===== config.mk =====
export PLATFORM = sky130hd
export DESIGN_NAME = clock_ratio_meter
export DESIGN_NICKNAME = d
export VERILOG_FILES = /design/src/rtl/clock_div_pkg.sv /design/src/rtl/clock_edge_detect.sv /design/src/rtl/clock_ratio_meter.sv
export SDC_FILE = /design/constraint.sdc
export NUM_CORES = 1
export LEC_CHECK = 0
export CAP_MARGIN = 20
export CORE_UTILIZATION = 55
export CTS_CLUSTER_SIZE = 10
export DETAILED_ROUTE_END_ITERATION = 16
export PLACE_DENSITY = 0.75
export SLEW_MARGIN = 20
export SYNTH_ARGS = -nofsm -noshare
export SYNTH_HDL_FRONTEND = slang
export SYNTH_SLANG_ARGS = --single-unit

===== constraint.sdc =====
create_clock -name clk -period 3.4 [get_ports clk]
set_input_delay 1.02 -clock clk [delete_from_list [all_inputs] [get_ports clk]]
set_output_delay 1.02 -clock clk [all_outputs]
set_load 0.02 [all_outputs]

===== src/rtl/clock_div_pkg.sv =====
// clock_div_pkg: shared FSM state type and default widths for divider-side logic.
package clock_div_pkg;
  typedef enum logic [1:0] {IDLE, HIGH, LOW} state_t;
  localparam int DIV_W = 8;
  localparam int CNT_W = 9;
  localparam int TIMEOUT_CYC = 1024;
endpackage


===== src/rtl/clock_edge_detect.sv =====
// clock_edge_detect: samples clock_in into clk and flags its rising/falling edges.
// Define INPUT_SYNC_EN to insert a 2-flop synchronizer ahead of the sample register.
module clock_edge_detect (
  input  logic clk,
  input  logic rst,
  input  logic clock_in,
  output logic s,
  output logic rise,
  output logic fall
);
  logic p;
`ifdef INPUT_SYNC_EN
  logic [1:0] sync;
  always_ff @(posedge clk or posedge rst)
    if (rst) begin
      sync <= '0;
      s <= 1'b0;
      p <= 1'b0;
    end else begin
      sync <= {sync[0], clock_in};
      s <= sync[1];
      p <= s;
    end
`else
  always_ff @(posedge clk or posedge rst)
    if (rst) begin
      s <= 1'b0;
      p <= 1'b0;
    end else begin
      s <= clock_in;
      p <= s;
    end
`endif
  assign rise = s & ~p;
  assign fall = ~s & p;
endmodule


===== src/rtl/clock_ratio_meter.sv =====
// clock_ratio_meter: measures high/low/period of a divided clock in clk cycles, with lock and stall status.
// Define INPUT_SYNC_EN when clock_in is asynchronous to clk (adds 2 cycles of latency).
module clock_ratio_meter #(
  parameter int CNT_W = clock_div_pkg::CNT_W,
  parameter int LOCK_CNT = 4,
  parameter int TIMEOUT_CYC = clock_div_pkg::TIMEOUT_CYC
) (
  input  logic             clk,
  input  logic             rst,
  input  logic             clock_in,
  output logic [CNT_W-1:0] high_out,
  output logic [CNT_W-1:0] low_out,
  output logic [CNT_W:0]   period_out,
  output logic             ovf_out,
  output logic             meas_valid,
  output logic             locked,
  output logic             stalled
);
  import clock_div_pkg::*;
  localparam logic [CNT_W-1:0] MAX = '1;
  localparam int IW = $clog2(TIMEOUT_CYC + 1);
  localparam int MW = $clog2(LOCK_CNT + 1);
  state_t state, state_d;
  logic [CNT_W-1:0] hi_cnt, lo_cnt;
  logic [CNT_W:0] period_d;
  logic [IW-1:0] idle_cnt;
  logic [MW-1:0] match_cnt, match_d;
  logic ovf, s, rise, fall, any_edge, timeout, publish;
  clock_edge_detect u_edge (
    .clk(clk),
    .rst(rst),
    .clock_in(clock_in),
    .s(s),
    .rise(rise),
    .fall(fall)
  );
  assign any_edge = rise | fall;
  assign timeout = !any_edge && idle_cnt == IW'(TIMEOUT_CYC - 1);
  assign publish = state == LOW && rise;
  assign period_d = {1'b0, hi_cnt} + {1'b0, lo_cnt};
  always_comb begin
    state_d = timeout ? IDLE : rise ? HIGH : (fall && state == HIGH) ? LOW : state;
    match_d = (ovf || match_cnt == '0 || period_d != period_out) ? MW'(1) :
              match_cnt == MW'(LOCK_CNT) ? match_cnt : match_cnt + MW'(1);
  end
  always_ff @(posedge clk or posedge rst)
    if (rst) begin
      state <= IDLE;
      hi_cnt <= '0;
      lo_cnt <= '0;
      ovf <= 1'b0;
      idle_cnt <= '0;
      match_cnt <= '0;
      high_out <= '0;
      low_out <= '0;
      period_out <= '0;
      ovf_out <= 1'b0;
      meas_valid <= 1'b0;
      locked <= 1'b0;
      stalled <= 1'b0;
    end else begin
      state <= state_d;
      meas_valid <= publish;
      // idle_cnt parks at TIMEOUT_CYC so a stall fires only once per quiet spell
      idle_cnt <= any_edge ? '0 : idle_cnt == IW'(TIMEOUT_CYC) ? idle_cnt : idle_cnt + IW'(1);
      if (timeout) begin
        stalled <= 1'b1;
        locked <= 1'b0;
        match_cnt <= '0;
      end else if (rise) stalled <= 1'b0;
      if (publish) begin
        high_out <= hi_cnt;
        low_out <= lo_cnt;
        period_out <= period_d;
        ovf_out <= ovf;
        match_cnt <= match_d;
        locked <= !ovf && match_d == MW'(LOCK_CNT);
      end
      if (state_d == IDLE) begin
        hi_cnt <= '0;
        lo_cnt <= '0;
        ovf <= 1'b0;
      end else if (rise) begin
        hi_cnt <= CNT_W'(1);
        ovf <= 1'b0;
      end else if (state == HIGH && fall) lo_cnt <= CNT_W'(1);
      else if (state == HIGH && s) begin
        if (hi_cnt == MAX) ovf <= 1'b1;
        else hi_cnt <= hi_cnt + CNT_W'(1);
      end else if (state == LOW && !s) begin
        if (lo_cnt == MAX) ovf <= 1'b1;
        else lo_cnt <= lo_cnt + CNT_W'(1);
      end
    end
endmodule


# [Yosys cells after proc, flatten, opt, wreduce, memory -nomap -nowiden]
# Index checks and enable logic that the tools add are counted.
[totals] register_bits=69 in_bits=3 out_inout_bits=32 elab_cells=94
[op_classes] addsub=5 eq_ne=16 muxes=31 bitwise_logic=5 n_reduce_logical=22
[ops] operator="$mux 9" count=11
[ops] operator="$mux 11" count=2
[ops] operator="$add 9x1->9 const B" count=2
[ops] operator="$eq 9x9->1 const B" count=2
[ops] operator="$mux 3" count=4
[ops] operator="$ne 3x3->1 const B" count=4
[ops] operator="$add 11x1->11 const B" count=1
[ops] operator="$eq 11x10->1 const B" count=1
[ops] operator="$eq 11x11->1 const B" count=1
[ops] operator="$mux 1" count=11
[ops] operator="$add 9x9->10" count=1
[ops] operator="$ne 10x10->1" count=1
[ops] operator="$reduce_and 4->1" count=2
[ops] operator="$reduce_bool 4->1" count=2
[ops] operator="$eq 3x3->1 const B" count=2
[ops] operator="$logic_and 1x1->1" count=6
[ops] operator="$mux 2" count=3
[ops] operator="$reduce_bool 3->1" count=2
[ops] operator="$ne 4x3->1 const B" count=1
[ops] operator="$reduce_bool 2->1" count=2
[ops] operator="$add 3x1->3 const B" count=1
[ops] operator="$logic_not 1->1" count=3
[ops] operator="$logic_not 3->1" count=1
[ops] operator="$reduce_and 3->1" count=1
[ops] operator="other kinds (9)" count=12

# [Logic depth before layout (Yosys ltp)]
[logic_depth] ltp_word=9 mapped_depth=10 depth_no_buf=10

# [Modules after synthesis]
# Synthesis repeated with hierarchy kept, for this count alone.
[unflattened] hier_cells=442 area_unflattened_um2=3938.8
[modules_own_cells] mod="clock_ratio_meter" n_inst=1 cells_each=437 area_each_um2=3870.0 seq_area_each_um2=1676.6
[modules_own_cells] mod="clock_edge_detect" n_inst=1 cells_each=5 area_each_um2=68.8 seq_area_each_um2=50.0

# [Worst setup path before layout]
# OpenSTA, ideal clock, no wires.
[synth_path] kind="register to register" startpoint="register lo_cnt[0]" endpoint="register match_cnt[2]" setup_ps=96 t_arrival_ps=2772 required_ps=3304 slack_ps=532 stages_incl_launch_ff=11 n_path_buf=0 synth_period_minus_slack_ps=2868 cell_sequence="dfrtp_1 -> ha_1 -> inv_1 -> fa_1 -> xnor3_1 -> a21oi_1 -> nand4_1 -> or4b_1 -> nor4_1 -> o21ai_0 -> o31ai_1"
[synth_via] elab_chain_len=5
[synth_lines] element="from (decl)" line="clock_ratio_meter.sv:24" rtl="logic [CNT_W-1:0] hi_cnt, lo_cnt;"
[synth_lines] element="from (signal assigned)" line="clock_ratio_meter.sv:92" rtl="else lo_cnt <= lo_cnt + CNT_W'(1);"
[synth_lines] element="$add 9x9->10" line="clock_ratio_meter.sv:40" rtl="assign period_d = {1'b0, hi_cnt} + {1'b0, lo_cnt};"
[synth_lines] element="$ne 10x10->1" line="clock_ratio_meter.sv:43" rtl="match_d = (ovf || match_cnt == '0 || period_d != period_out) ? MW'(1) :"
[synth_lines] element="$logic_or 1x1->1" line="clock_ratio_meter.sv:43"
[synth_lines] element="$mux 3" line="clock_ratio_meter.sv:43"
[synth_lines] element="$mux 3" line="clock_ratio_meter.sv:71" rtl="if (publish) begin"
[synth_lines] element="to (signal assigned)" line="clock_ratio_meter.sv:76" rtl="match_cnt <= match_d;"
[synth_lines] element="to (decl)" line="clock_ratio_meter.sv:27" rtl="logic [MW-1:0] match_cnt, match_d;"
# Every way passes these cells.
# A chain may end at the register's enable or synchronous reset.

# [Worst setup path after layout]
# Ends and elaborated chain as after synthesis.

==> results.md <==
- TritonRoute pass-1 iters: 4
- Max IR drop VDD: 0.323 mV
- Cells after DPL: 547
- Synth Flop Type: dfrtp_1
- Final Hold Vio Count: 0
- Register area: 1730 um^2
- Number of synthesized flops with an enable pin: 0
- Grt ovf: 0
- Vias per cell: 5.55
- Number of global-route vias before repair: 3029
- YS warnings: 0
- Routed Antenna Nets: 0
- Post-cts resize count: 0
- Worst path max stage delay: 560 ps
- Setup CP Type: reg -> reg
- Nets: 485
- RSZ-0062 raised after global routing: no
- Relative slew slack: 0.479
- Sequential Power Share: 0.446
- Die extent in y: 85.9 um
- Yosys cell types: 52
- Avg Cell Area, Syn: 9.02 um^2
- Final min period: 3100 ps
- Synthesized area: 3870 um^2
- TritonCTS Buffers: 9
- Post-Route WL: 8.37 mm
- Mapped Cells: 429
- Cell family with most CP delay: simple AND/OR/NAND/NOR gates
- Setup Skew: 9.71 ps
- N_diodes: 0
- Worst Hold Class: reg -> reg
- Total GRT Usage: 0.251
- Pwr/cell area: 493 nW/um^2
- Finished Core Util: 0.662
- MaxCap Viol Count: 0
- Multi-input logic area: 2000 um^2
- Measured slew at the worst slew-check pin: 782 ps
- DR iter-0 viols: 195
- Routability cong.: 0.845
- Startpoint Class: flip-flop
- PnR worst setup slack: 297 ps
- Pleak: 2.15 nW
- Combinational power share: 0.255
- Sink Count: 69
- Die area: 7370 um^2
- Critical Path End Type: flip-flop
- FILL cells: 561
- Async set-reset flop share out of synthesis: 1.00
- Status: completed
- Synth area leaders: dfrtp_1, nand2_1, ha_1
- Total negative setup slack: 0 ps
- Core ar.: 6790 um^2
- Pre-CTS WS: 373 ps
- Clk buf depth: 2
- CP cell instances: ha_1, inv_1, fa_1, xnor3_1, a21oi_1, nand4_1, or4b_1, nor4_1, buf_4, o21ai_0, o31ai_1
- Postcts setup bufs: 0
- CP Max Fanout: 8
- Sw frac: 0.326
- Via count: 3121
- Detail Placement HPWL: 5.79 mm
- Yosys reg bits: 69
- Clk pwr share: 0.299
- P_sw: 724 uW
- H-tree depth: 3
- Max-slew violations: 0
- Initial Util: 0.569
- First-pass GRT wire length: 14.4 mm
- Internal Power: 1.49 mW
- Drt wl/cell: 14.9 um
- Fin cells: 562
- # rows: 30
- Initial antenna violation count: 0
- Syn_nets: 452
- Most instantiated cells after synthesis: nand2_1, dfrtp_1, nor2_1
- Clock insertion delay at the later pin of the skew report: 350 ps
- Die width: 85.9 um
- Area Overhead vs Synth: 16.2%
- Final period util: 0.913
- Cts hold-fix bufs: 0
- IO Pins: 35
- DR DRC count: 0
- Setup violations, final: 0
- Worst path arrival time: 3350 ps
- Fmax achieved: 322 MHz
- Share of cells above drive strength 1: 0.0579
- CTS tree: built
- Area leader, netlist: dfrtp_1
- PortBufs: 34
- Clk root buf: clkbuf_8
- Sequential fraction of the synthesis area: 0.446
- Pin count of the biggest net entering global routing: 70
- CP bufs+invs: 2
- Clock-pin slew on the worst setup and hold paths: 70 ps
- Worst path slowest cell: or4b_1
- Top cell type's share of synthesized area: 0.446
- Count leader, synth: nand2_1
- Worst path required time: 3650 ps
-- placed cells by master (no fill, tap or decap), types with 3 or more instances in the layout --
cell type / instances
a21oi_1: 23
nand2b_1: 4
nor3b_1: 3
nand3_1: 13
or3_1: 3
o31ai_1: 6
and2_1: 10
dfrtp_1: 69
a21o_1: 3
and3_1: 6
buf_4: 3
xnor2_1: 12
mux2i_1: 5
ha_1: 19
nand2_1: 89
inv_1: 18
clkbuf_8: 9
nor3_1: 7
o21ai_0: 23
nand4_1: 8
clkdlybuf4s50_1: 34
xor2_1: 23
nor2_1: 33
clkinvlp_4: 3
-- per-stage QoR --
step	area [um^2]	hold slack, ps	total power [mW]
floorplan	3870	480	1.37
global placement	4310	458	1.54
detailed placement	4310	461	1.56
CTS	4500	480	2.23
global route	4500	495	2.33
finish	4500	477	2.22
-- metal layers --
| layer | global-route usage | routed length (um) |
|---|---|---|
| met5 | 0 | 0 |
| met4 | 0.115 | 197 |
| met3 | 0.0414 | 281 |
| met2 | 0.392 | 3950 |
| met1 | 0.342 | 3940 |
-- power groups by stage --
stage	Clock [mW]	Combinational [mW]	Sequential [mW]
floorplan	0	0.336	1.03
global placement	0	0.545	0.998
detailed placement	0	0.561	1.00
CTS	0.671	0.569	0.990
global route	0.705	0.625	1.00
finish	0.662	0.566	0.991
-- state kept, by name (all words and copies together) (netlist names), 2 cells and up --
| signal | cells |
|---|---|
| idle_cnt | 11 |
| period_out | 10 |
| hi_cnt | 9 |
| high_out | 9 |
| lo_cnt | 9 |
| low_out | 9 |
| match_cnt | 3 |
| state | 2 |
-- path summary, 6_finish.rpt --
path	end	depth (start not counted)	slack, ps	start
worst min register to register	low_out[8]$_DFFE_PP0P_	2	480	low_out[8]$_DFFE_PP0P_
worst max register to register	match_cnt[2]$_DFFE_PP0P_	11	300	lo_cnt[0]$_DFFE_PP0P_
min in group asynchronous	ovf_out$_DFFE_PP0P_	3	1040	rst
max in group asynchronous	period_out[0]$_DFFE_PP0P_	3	2050	rst
worst min-delay path	low_out[8]$_DFFE_PP0P_	2	480	low_out[8]$_DFFE_PP0P_
worst max-delay path	match_cnt[2]$_DFFE_PP0P_	11	300	lo_cnt[0]$_DFFE_PP0P_
-- cells by family after synthesis --
group,share of synthesized area
adders and majority gates,0.0666
muxes,0.0129
DFF,0.446
and+or+nand+nor,0.240
xor gates and xnor gates,0.0851
AOI/OAI and AO/OA,0.113
buffers and inverters,0.0359
-- worst reg2reg max path, cell delays in order, from the launching register on --
cell and delay (ps):
dfrtp_1 510, ha_1 230, inv_1 60, fa_1 450, xnor3_1 370, a21oi_1 130
nand4_1 100, or4b_1 560, nor4_1 280, buf_4 170, o21ai_0 70, o31ai_1 70
-- cell type report --
| type | count | share of cell area |
|---|---|---|
| clock buffer | 10 | 0.0284 |
| multi-input combinational | 324 | 0.445 |
| clock inverter | 5 | 0.0136 |
| inverter | 20 | 0.0167 |
| tap | 96 | 0.0267 |
| sequential | 69 | 0.384 |
| timing repair buffer | 38 | 0.0851 |
(Power assumes the default switching activity.)
